==> src/rtl/fbcpu_program_memory_if.sv <==
`default_nettype none
// ---------------------------------------------------------------------------
// fbcpu_program_memory_if : core bus + boot-loader stream for the FBCPU RAM
// Rev 1.0
// ---------------------------------------------------------------------------
interface fbcpu_program_memory_if #(
  parameter int ADDRESS_WIDTH = 6,
  parameter int DATA_WIDTH    = 10
);
  logic [ADDRESS_WIDTH-1:0] cpu_mar;
  logic                     cpu_wr;
  logic [DATA_WIDTH-1:0]    cpu_wdata;
  logic [DATA_WIDTH-1:0]    cpu_rdata;
  logic                     cpu_rst;
  logic                     ld_start;
  logic                     ld_valid;
  logic [DATA_WIDTH-1:0]    ld_data;
  logic                     ld_last;
  logic                     ld_ready;
  logic [ADDRESS_WIDTH:0]   ld_count;
  logic                     ld_overflow;
  logic [DATA_WIDTH-1:0]    ld_checksum;

  modport slave (
    input  cpu_mar, cpu_wr, cpu_wdata, ld_start, ld_valid, ld_data, ld_last,
    output cpu_rdata, cpu_rst, ld_ready, ld_count, ld_overflow, ld_checksum
  );

  modport master (
    output cpu_mar, cpu_wr, cpu_wdata, ld_start, ld_valid, ld_data, ld_last,
    input  cpu_rdata, cpu_rst, ld_ready, ld_count, ld_overflow, ld_checksum
  );
endinterface
`default_nettype wire

==> src/rtl/fbcpu_program_memory.sv <==
`default_nettype none
// ---------------------------------------------------------------------------
// fbcpu_program_memory : FBCPU program/data RAM with clear + boot-load sequencer
// Optional macro FBCPU_LD_CHECKSUM_EN enables the load checksum.  Rev 1.0
// ---------------------------------------------------------------------------
module fbcpu_program_memory #(
  parameter int ADDRESS_WIDTH = 6,
  parameter int DATA_WIDTH    = 10
) (
  input  wire logic               clk,
  input  wire logic               rst,
  fbcpu_program_memory_if.slave   bus
);
  localparam int                       c_DEPTH     = 2**ADDRESS_WIDTH;
  localparam logic [ADDRESS_WIDTH-1:0] c_LAST_ADDR = '1;
`ifdef FBCPU_LD_CHECKSUM_EN
  localparam bit c_CHECKSUM_EN = 1'b1;
`else
  localparam bit c_CHECKSUM_EN = 1'b0;
`endif

  typedef enum logic [1:0] {
    ST_CLEAR = 2'd0,
    ST_LOAD  = 2'd1,
    ST_RUN   = 2'd2
  } state_t;

  state_t                   r_state;
  logic [DATA_WIDTH-1:0]    r_mem [c_DEPTH];
  logic [ADDRESS_WIDTH-1:0] r_clr_addr;
  logic [ADDRESS_WIDTH-1:0] r_ld_addr;
  logic [DATA_WIDTH-1:0]    r_cpu_rdata;
  logic                     r_cpu_rst;
  logic                     r_ld_ready;
  logic [ADDRESS_WIDTH:0]   r_ld_count;
  logic                     r_ld_overflow;
  logic [DATA_WIDTH-1:0]    r_ld_checksum;

  logic                     w_xfer;
  logic                     w_mem_we;
  logic [ADDRESS_WIDTH-1:0] w_mem_addr;
  logic [DATA_WIDTH-1:0]    w_mem_wdata;

  assign w_xfer = (r_state == ST_LOAD) && r_ld_ready && bus.ld_valid;

  // Single write port shared by the clear sweep, the loader and the core.
  always_comb begin
    w_mem_we    = 1'b0;
    w_mem_addr  = bus.cpu_mar;
    w_mem_wdata = bus.cpu_wdata;
    if (!rst) begin
      case (r_state)
        ST_CLEAR: begin
          w_mem_we    = 1'b1;
          w_mem_addr  = r_clr_addr;
          w_mem_wdata = '0;
        end
        ST_LOAD: begin
          w_mem_we    = w_xfer;
          w_mem_addr  = r_ld_addr;
          w_mem_wdata = bus.ld_data;
        end
        ST_RUN:  w_mem_we = bus.cpu_wr;
        default: w_mem_we = 1'b0;
      endcase
    end
  end

  always_ff @(posedge clk) begin
    if (w_mem_we) r_mem[w_mem_addr] <= w_mem_wdata;
  end

  always_ff @(posedge clk) begin
    if (rst) begin
      r_state       <= ST_CLEAR;
      r_clr_addr    <= '0;
      r_ld_addr     <= '0;
      r_cpu_rdata   <= '0;
      r_cpu_rst     <= 1'b1;
      r_ld_ready    <= 1'b0;
      r_ld_count    <= '0;
      r_ld_overflow <= 1'b0;
      r_ld_checksum <= '0;
    end else begin
      case (r_state)
        ST_CLEAR: begin
          r_cpu_rdata <= '0;
          if (r_clr_addr == c_LAST_ADDR) begin
            r_state    <= ST_LOAD;
            r_ld_ready <= 1'b1;
          end else begin
            r_clr_addr <= r_clr_addr + ADDRESS_WIDTH'(1);
          end
        end
        ST_LOAD: begin
          r_cpu_rdata <= '0;
          if (w_xfer) begin
            r_ld_count <= r_ld_count + (ADDRESS_WIDTH+1)'(1);
            if (c_CHECKSUM_EN) r_ld_checksum <= r_ld_checksum + bus.ld_data;
            // Last address ends the load even without ld_last; flag it as overflow.
            if (bus.ld_last || (r_ld_addr == c_LAST_ADDR)) begin
              r_state       <= ST_RUN;
              r_ld_ready    <= 1'b0;
              r_cpu_rst     <= 1'b0;
              r_ld_overflow <= !bus.ld_last;
            end else begin
              r_ld_addr <= r_ld_addr + ADDRESS_WIDTH'(1);
            end
          end
        end
        ST_RUN: begin
          if (bus.ld_start) begin
            r_state       <= ST_CLEAR;
            r_cpu_rst     <= 1'b1;
            r_cpu_rdata   <= '0;
            r_clr_addr    <= '0;
            r_ld_addr     <= '0;
            r_ld_count    <= '0;
            r_ld_overflow <= 1'b0;
            r_ld_checksum <= '0;
          end else begin
            r_cpu_rdata <= r_mem[bus.cpu_mar];
          end
        end
        default: begin
          r_state   <= ST_CLEAR;
          r_cpu_rst <= 1'b1;
        end
      endcase
    end
  end

  assign bus.cpu_rdata   = r_cpu_rdata;
  assign bus.cpu_rst     = r_cpu_rst;
  assign bus.ld_ready    = r_ld_ready;
  assign bus.ld_count    = r_ld_count;
  assign bus.ld_overflow = r_ld_overflow;
  assign bus.ld_checksum = r_ld_checksum;

endmodule
`default_nettype wire
==> src/flat_wrapper.sv <==
// flat-port wrapper written by rule: the top's interface ports become plain ports
module fbcpu_program_memory_flat 
#(
  parameter int ADDRESS_WIDTH = 6,
  parameter int DATA_WIDTH    = 10
)
  (clk, rst, bus_cpu_mar, bus_cpu_wr, bus_cpu_wdata, bus_ld_start, bus_ld_valid, bus_ld_data, bus_ld_last, bus_cpu_rdata, bus_cpu_rst, bus_ld_ready, bus_ld_count, bus_ld_overflow, bus_ld_checksum);
  fbcpu_program_memory_if #(.ADDRESS_WIDTH(ADDRESS_WIDTH), .DATA_WIDTH(DATA_WIDTH)) bus_i ();
  input  wire logic clk;
  input  wire logic rst;
  input wire logic [$bits(bus_i.cpu_mar)-1:0] bus_cpu_mar;
  input wire logic [$bits(bus_i.cpu_wr)-1:0] bus_cpu_wr;
  input wire logic [$bits(bus_i.cpu_wdata)-1:0] bus_cpu_wdata;
  input wire logic [$bits(bus_i.ld_start)-1:0] bus_ld_start;
  input wire logic [$bits(bus_i.ld_valid)-1:0] bus_ld_valid;
  input wire logic [$bits(bus_i.ld_data)-1:0] bus_ld_data;
  input wire logic [$bits(bus_i.ld_last)-1:0] bus_ld_last;
  output wire logic [$bits(bus_i.cpu_rdata)-1:0] bus_cpu_rdata;
  output wire logic [$bits(bus_i.cpu_rst)-1:0] bus_cpu_rst;
  output wire logic [$bits(bus_i.ld_ready)-1:0] bus_ld_ready;
  output wire logic [$bits(bus_i.ld_count)-1:0] bus_ld_count;
  output wire logic [$bits(bus_i.ld_overflow)-1:0] bus_ld_overflow;
  output wire logic [$bits(bus_i.ld_checksum)-1:0] bus_ld_checksum;
  assign bus_i.cpu_mar = bus_cpu_mar;
  assign bus_i.cpu_wr = bus_cpu_wr;
  assign bus_i.cpu_wdata = bus_cpu_wdata;
  assign bus_i.ld_start = bus_ld_start;
  assign bus_i.ld_valid = bus_ld_valid;
  assign bus_i.ld_data = bus_ld_data;
  assign bus_i.ld_last = bus_ld_last;
  assign bus_cpu_rdata = bus_i.cpu_rdata;
  assign bus_cpu_rst = bus_i.cpu_rst;
  assign bus_ld_ready = bus_i.ld_ready;
  assign bus_ld_count = bus_i.ld_count;
  assign bus_ld_overflow = bus_i.ld_overflow;
  assign bus_ld_checksum = bus_i.ld_checksum;
  fbcpu_program_memory #(.ADDRESS_WIDTH(ADDRESS_WIDTH), .DATA_WIDTH(DATA_WIDTH)) u_core (.clk(clk), .rst(rst), .bus(bus_i));
endmodule
==> config.mk <==
export PLATFORM = sky130hd
export DESIGN_NAME = fbcpu_program_memory_flat
export DESIGN_NICKNAME = d
export VERILOG_FILES = /design/src/rtl/fbcpu_program_memory_if.sv /design/src/rtl/fbcpu_program_memory.sv /design/src/flat_wrapper.sv
export SDC_FILE = /design/constraint.sdc
export NUM_CORES = 1
export LEC_CHECK = 0
export CAP_MARGIN = 20
export CORE_ASPECT_RATIO = 1.1
export CORE_MARGIN = 2
export CORE_UTILIZATION = 45
export CTS_CLUSTER_DIAMETER = 100
export DETAILED_ROUTE_END_ITERATION = 10
export PLACE_DENSITY = 0.72
export SYNTH_ARGS = -nofsm -noshare
export SYNTH_HDL_FRONTEND = slang
export SYNTH_SLANG_ARGS = --single-unit
==> constraint.sdc <==
create_clock -name clk -period 3.64 [get_ports clk]
set_input_delay 0.546 -clock clk [delete_from_list [all_inputs] [get_ports clk]]
set_output_delay 0.546 -clock clk [all_outputs]
set_load 0.01 [all_outputs]
==> flow_summary.toml, run 1 <==
[timing]
final_hold_viol_count = 0
final_period_utilization_pct = 89.4
fmax_mhz = 307
worst_slew_pin_slew_ns = 0.953
finalCriticalPeriod_ns = 3.25
slew_headroom_pct = 36.2
slew_violations = 0
whs_ns = 0.480
final_setup_violation_count = 0
unrepaired_setup_endpoints_after_global_routing = "false"
skew_ns = 0.0270
timing.setup.tns_ns = 0

[floorplanning]
core_area_um2 = 58400
width_of_the_die_um = 236
floorplan.initialDensity_pct = 45.4
total_i_o_pin_count = 62
rows = 93
die_h_um = 259
design.die.area_um2 = 60900

[clocking]
htreeDepth = 2
cts_hold_buffers = 0
clk_pin_slew_ns = 0.07
post_cts.resized_instances = 0
cts_made_buffers = 58
clockBufferDepth = 3
cts-root-buf = "sky130_fd_sc_hd__clkbuf_16"
cts_tree = "yes"
post-cts-setup-buffers = 0
insertion_delay_ns = 0.63
numClockSinks = 674

[global_route]
first_pass_grt_wire_length_mm = 89.9
grt_max_degree = 65
number_of_global_route_vias_before_repair = 13999
globalRouteTotalUtil_pct = 19.9
overflow = 0
antenna_found_initial = 0

[logic_synthesis]
simple_gate_fraction_of_synth_area_pct = 3.73
synth_mux_area_share_pct = 14.3
syn_avg_cell_area_um2 = 19.6
ys.warnings.count = 0
synth_top_family_by_area = "multiplexers"
postSynthRegisterBits = 674
dominantRegCellSynth = "sky130_fd_sc_hd__edfxtp_1"
synth_edf_count = 640
synthXorXnorAreaFrac_pct = 0.363
ys_seq_area_share_pct = 75.0
synth_compound_gate_area_share_pct = 4.57
synthesis.instances = 1351
synth_cell_types = 58
synth-async-reset-ratio_pct = 0
post_synth_instance_area_um2 = 26500
synthAdderAreaFrac_pct = 0.141

[drt]
vias_per_cell = 5.93
drt_wl_total_mm = 60.6
detail_route_antenna_nets = 0
routed_wirelength_normalized_by_instance_count_um = 26.2
drt_drc_violations_left = 0
vias = 13721
detail_route.iter0.violations = 1645
drt_pre_antenna_iters = 6

[placement]
gp_congestion = 0.911
placed_insts = 2206
dp.final_hpwl_mm = 38.3
placement.io_buffers = 51

[worst_setup_path]
critical-path-slowest-cell = "sky130_fd_sc_hd__dfxtp_1"
worstPathMaxFanout = 27
worstPathCellList = "mux2i_1, o21ai_0, nor2_1, nand3_1, nor2_1, buf_4"
cp_slowest_stage_delay_ns = 0.95
crit_end_category = "register"
critPathBufInv = 1
critical_path_arrival_ns = 3.57
r2r_cells = 6
worst-path-stages = 6
setup.worst_path.start_class = "register"
path_delay_family = "flip-flops"
timing.critical_path.mode_cell = "sky130_fd_sc_hd__nor2_1"
critical_path_data_required_time_ns = 3.96
category_of_the_most_critical_setup_path = "register to register"

[cells_and_area]
layout_utilization_pct = 52.4
count_of_inserted_antenna_diode_cells = 0
drive_above_1_share_pct = 25.0
finish.net_count = 1541
layout.cells.most_common_list = "sky130_fd_sc_hd__edfxtp_1, sky130_fd_sc_hd__mux4_2, sky130_fd_sc_hd__buf_4"
final_common_cell = "sky130_fd_sc_hd__edfxtp_1"
area_growth_syn_to_layout_pct = 15.3
finalNonFillerCells = 2313

[min_path]
hold_path_depth = 2
path_category_of_the_worst_min_delay_check = "register to register"

[pwr]
powerDensity_nw_per_um2 = 511
cellLeakagePower_uw = 0.00989
power_uw = 15600
vdd_drop_max_mv = 0.414

[flow_run]
max_cap_violations = 0

[status]
outcome = "finished clean"
==> Yosys cell counts (3+ instances only) <==
cell type	count	area, µm²
sky130_fd_sc_hd__inv_1	3	11.3
sky130_fd_sc_hd__a221oi_1	12	105
sky130_fd_sc_hd__a21oi_1	28	140
sky130_fd_sc_hd__mux4_2	133	3000
sky130_fd_sc_hd__mux2_2	22	248
sky130_fd_sc_hd__a31oi_1	8	50.1
sky130_fd_sc_hd__clkbuf_1	32	120
sky130_fd_sc_hd__nand4_1	11	68.8
sky130_fd_sc_hd__buf_2	17	85.1
sky130_fd_sc_hd__nand3_1	22	110
sky130_fd_sc_hd__nand2b_1	6	37.5
sky130_fd_sc_hd__xor2_1	9	78.8
sky130_fd_sc_hd__o21a_1	3	22.5
sky130_fd_sc_hd__ha_1	3	37.5
sky130_fd_sc_hd__nand2_1	45	169
sky130_fd_sc_hd__mux2i_1	33	330
sky130_fd_sc_hd__dfxtp_1	34	681
sky130_fd_sc_hd__nor2b_1	8	50.1
sky130_fd_sc_hd__o21ai_1	3	15.0
sky130_fd_sc_hd__buf_4	16	120
sky130_fd_sc_hd__a221o_1	7	70.1
sky130_fd_sc_hd__mux4_1	7	184
sky130_fd_sc_hd__a221oi_2	9	135
sky130_fd_sc_hd__a22oi_1	23	173
sky130_fd_sc_hd__buf_12	4	80.1
sky130_fd_sc_hd__nor2_1	96	360
sky130_fd_sc_hd__a22o_1	16	140
sky130_fd_sc_hd__buf_1	7	26.3
sky130_fd_sc_hd__o22ai_1	33	206
sky130_fd_sc_hd__or3_1	4	25.0
sky130_fd_sc_hd__edfxtp_1	640	19200
sky130_fd_sc_hd__buf_6	6	67.6
sky130_fd_sc_hd__o21ai_0	10	50.1
sky130_fd_sc_hd__and3_1	6	37.5
sky130_fd_sc_hd__and2_1	5	31.3
==> kinds of logic after synthesis <==
kind of cell	Yosys count
adders and majority gates	3
DFF	674
xor gates and xnor gates	11
AOI/OAI and AO/OA	164
muxes	197
buffers and inverters	85
other	1
and+or+nand+nor	216
==> power breakdown <==
part / total (µW) / internal (µW) / switching, µW
logic: 843 / 328 / 515
clock network: 6240 / 3520 / 2720
registers: 8540 / 8530 / 13.1
==> worst paths after layout <==
kind	startpoint	to	slack [ns]
max	u_core.r_state[0]	u_core.r_mem[28][9]	0.39
min	u_core.bus.ld_overflow	u_core.bus.ld_overflow	0.48
max reg2reg	u_core.r_state[0]	u_core.r_mem[28][9]	0.39
min reg2reg	u_core.bus.ld_overflow	u_core.bus.ld_overflow	0.48
==> area by class of cell <==
type / count / area [µm²]
flip-flops and latches: 674 / 19900
clock buffers: 74 / 1550
clock inverters: 33 / 364
inverters: 3 / 11.3
well taps: 760 / 951
fillers: 4464 / 27800
multi-input cells: 601 / 6190
repair buffers: 168 / 1620
==> registers in the layout, summed over array words and instances (netlist names) <==
name / cells
u_core.bus.ld_count: 7
u_core.r_ld_addr: 6
u_core.bus.ld_overflow: 1
u_core.r_clr_addr: 6
u_core.bus.cpu_rst: 1
u_core.bus.ld_ready: 1
u_core.r_mem: 640
u_core.bus.cpu_rdata: 10
u_core.r_state: 2
==> metrics by stage <==
step	setup WS, ns	cell area (µm²)
global route	0.251	30600
finish	0.387	30600
global placement	0.374	28700
floorplan	0.920	26600
detailed placement	0.300	28700
CTS	0.450	30600
==> metal layers <==
layer	track usage [%]	part of all wire [%]
met5	0	0
met3	3.30	6.5
met1	25.5	39
met2	34.4	51
met4	7.50	3.9
==> worst min-delay path, stage by stage, from the launching register on <==
cell and delay (ns):
sky130_fd_sc_hd__dfxtp_1 0.33, sky130_fd_sc_hd__nand2_1 0.06, sky130_fd_sc_hd__a21oi_1 0.05
No activity file was read; power rests on OpenSTA's default activity.
==> inputs of run 2 (changes only) <==
--- a/config.mk
+++ b/config.mk
@@ -5,7 +5,6 @@
 export SDC_FILE = /design/constraint.sdc
 export NUM_CORES = 1
 export LEC_CHECK = 0
-export CAP_MARGIN = 20
 export CORE_ASPECT_RATIO = 1.1
 export CORE_MARGIN = 2
 export CORE_UTILIZATION = 45
==> results of run 2 <==
No change in the layout: final DEF, timing and power equal those of run 1.
==> inputs of run 3 (changes only) <==
--- a/config.mk
+++ b/config.mk
@@ -5,6 +5,7 @@
 export SDC_FILE = /design/constraint.sdc
 export NUM_CORES = 1
 export LEC_CHECK = 0
+export ABC_AREA = 1
 export CORE_ASPECT_RATIO = 1.1
 export CORE_MARGIN = 2
 export CORE_UTILIZATION = 45
==> run 3 against run 2 <==
Against the previous run:
- final cell count grew 50%
- via count grew 42%
- cell area grew 4.9%
- utilization shrank 0.68 points
- power grew 5.9%
- largest cell class unchanged
- register-to-register slack gained 0.25 ns
- wire length grew 18%
- critical path depth grew 3
- fmax grew 8.4%
- sequential cell count is the same
==> flow_summary.toml, run 3 <==
[status]
outcome = "finished clean"

[cells_and_area]
final_design_area_no_fill_um2 = 32100
count_of_inserted_antenna_diode_cells = 0
final_common_cell = "sky130_fd_sc_hd__nand2_1"
finish.net_count = 2626
sequential_cell_area_um2 = 19900
area_growth_syn_to_layout_pct = 14.2
layout.cells.most_common_list = "sky130_fd_sc_hd__nand2_1, sky130_fd_sc_hd__edfxtp_1, sky130_fd_sc_hd__nand3_1"
largest_register = "u_core.r_mem"
multi_input_comb_area_um2 = 7170
fill_cells = 5169
finalNonFillerCells = 3473
drive_above_1_share_pct = 9.81
layout_utilization_pct = 51.7
largest_register_ff_count = 640

[timing]
slew_violations = 0
slew_headroom_pct = 35.8
final_hold_viol_count = 0
skew_ns = 0.0193
final_setup_violation_count = 0
fmax_mhz = 333
timing.setup.tns_ns = 0
worst_slew_pin_slew_ns = 0.963
finalCriticalPeriod_ns = 3.00
unrepaired_setup_endpoints_after_global_routing = "false"
whs_ns = 0.473
final_period_utilization_pct = 82.5

[clocking]
post-cts-setup-buffers = 0
cts-root-buf = "sky130_fd_sc_hd__clkbuf_16"
cts_made_buffers = 67
clk_pin_slew_ns = 0.06
cts_hold_buffers = 0
cts_tree = "yes"
post_cts.resized_instances = 0
htreeDepth = 3
numClockSinks = 674
clockBufferDepth = 3
insertion_delay_ns = 0.61

[worst_setup_path]
category_of_the_most_critical_setup_path = "register to register"
setup.worst_path.start_class = "register"
worstPathCellList = "nand2_4, inv_2, nand2_1, o21ai_1, nand2_1, o21ai_2, nand4_1, nor2_1, buf_4"
critical_path_arrival_ns = 3.30
critical_path_data_required_time_ns = 3.94
cp_slowest_stage_delay_ns = 0.69
critical-path-slowest-cell = "sky130_fd_sc_hd__dfxtp_1"
crit_end_category = "register"
timing.critical_path.mode_cell = "sky130_fd_sc_hd__nand2_1"
worstPathMaxFanout = 14

[logic_synthesis]
post-synth-top-area-cell = "sky130_fd_sc_hd__edfxtp_1"
yosys.cell_count.top_type = "sky130_fd_sc_hd__nand2_1"
ys_seq_area_share_pct = 70.8
syn_avg_cell_area_um2 = 11.2
ys.warnings.count = 0
netlist_top_cells_area = "sky130_fd_sc_hd__edfxtp_1, sky130_fd_sc_hd__nand2_1, sky130_fd_sc_hd__nand3_1"
dominantRegCellSynth = "sky130_fd_sc_hd__edfxtp_1"
post_synth_instance_area_um2 = 28100
synth-async-reset-ratio_pct = 0
postSynthRegisterBits = 674
synth_edf_count = 640
synth_top_cells_by_count = "sky130_fd_sc_hd__nand2_1, sky130_fd_sc_hd__edfxtp_1, sky130_fd_sc_hd__nand3_1"
synthesis.instances = 2510
synthDominantCellAreaShare_pct = 68.4
synth_cell_types = 38

[floorplanning]
floorplan.initialDensity_pct = 45.3
rows = 96
total_i_o_pin_count = 62
die_h_um = 266
core_area_um2 = 62100
design.die.area_um2 = 64500
width_of_the_die_um = 242

[pwr]
cellLeakagePower_uw = 0.0117
powerDensity_nw_per_um2 = 515
vdd_drop_max_mv = 0.317

[global_route]
number_of_global_route_vias_before_repair = 18643
globalRouteTotalUtil_pct = 22.0
first_pass_grt_wire_length_mm = 108
grt_max_degree = 161
antenna_found_initial = 0
overflow = 0

[drt]
detail_route_antenna_nets = 0
drt_drc_violations_left = 0
drt_pre_antenna_iters = 10
vias = 19496
drt_wl_total_mm = 71.6
detail_route.iter0.violations = 2845
vias_per_cell = 5.61
routed_wirelength_normalized_by_instance_count_um = 20.6

[placement]
placed_area_um2 = 29900
gp_congestion = 0.968
dp.final_hpwl_mm = 45.3
placed_insts = 3355
placement.io_buffers = 51

[flow_run]
max_cap_violations = 0

[min_path]
path_category_of_the_worst_min_delay_check = "register to register"
[run 3: cell count changes after synthesis, sizes merged, moves of 16 or more]
cell,before,now
a221oi,21,0
inv,3,49
mux4,140,0
buf,50,123
nand3,22,560
mux2,23,0
a22o,16,0
o22ai,33,4
a22oi,24,2
mux2i,34,0
nand2,45,900
[run 3: kinds of logic after synthesis]
group                    Yosys count  share of synthesized area (%)
AO/OA/AOI/OAI                     63                           1.39
adder cells (fa/ha/maj)            3                          0.134
buffers and inverters            206                           3.90
flip-flops                       674                           70.8
other                              1                         0.0133
AND/OR/NAND/NOR                 1563                           23.8
[run 3: cell type report]
| class | instances | area share, % |
|---|---|---|
| repair buffers | 159 | 4.93 |
| multi-input cells | 1639 | 22.3 |
| flip-flops and latches | 674 | 62.0 |
| clock inverters | 31 | 1.01 |
| inverters | 50 | 0.616 |
| clock buffers | 87 | 5.85 |
| well taps | 833 | 3.25 |
[run 3: power breakdown]
group | switching [µW] | leakage (µW) | internal (µW)
registers | 11.0 | 0.00612 | 8530
logic | 809 | 0.00454 | 293
clock network | 2770 | 0.00108 | 4120
total | 3590 | 0.0117 | 12900
[run 3: metrics by stage]
step,worst slack (ns),total power (µW)
finish,0.639,16500
global route,0.632,16900
CTS,0.811,16600
detailed placement,0.378,9780
global placement,0.477,9760
floorplan,1.22,9380
[run 3: routing by layer]
layer,up-vias,wire length (µm),track usage [%]
met5,-,0,0
met4,0,2940,10.3
met3,184,6950,3.58
met2,1155,33900,35.9
met1,9290,27900,29.1
li1,8867,-,-
[run 3: critical path, delay by kind of cell (launching register included)]
family / cells / cell delay, ns
AOI/OAI and AO/OA: 2 / 0.36
buffers and inverters: 2 / 0.38
DFF: 1 / 0.69
and+or+nand+nor: 5 / 1.26
[run 3: worst paths after layout]
kind / start / endpoint / slack, ns / depth (start not counted)
min reg2reg: u_core.bus.ld_ready / u_core.bus.ld_ready / 0.47 / 2
min: u_core.bus.ld_ready / u_core.bus.ld_ready / 0.47 / 2
max reg2reg: u_core.r_state[0] / u_core.r_mem[6][7] / 0.64 / 9
max: u_core.r_state[0] / u_core.r_mem[6][7] / 0.64 / 9
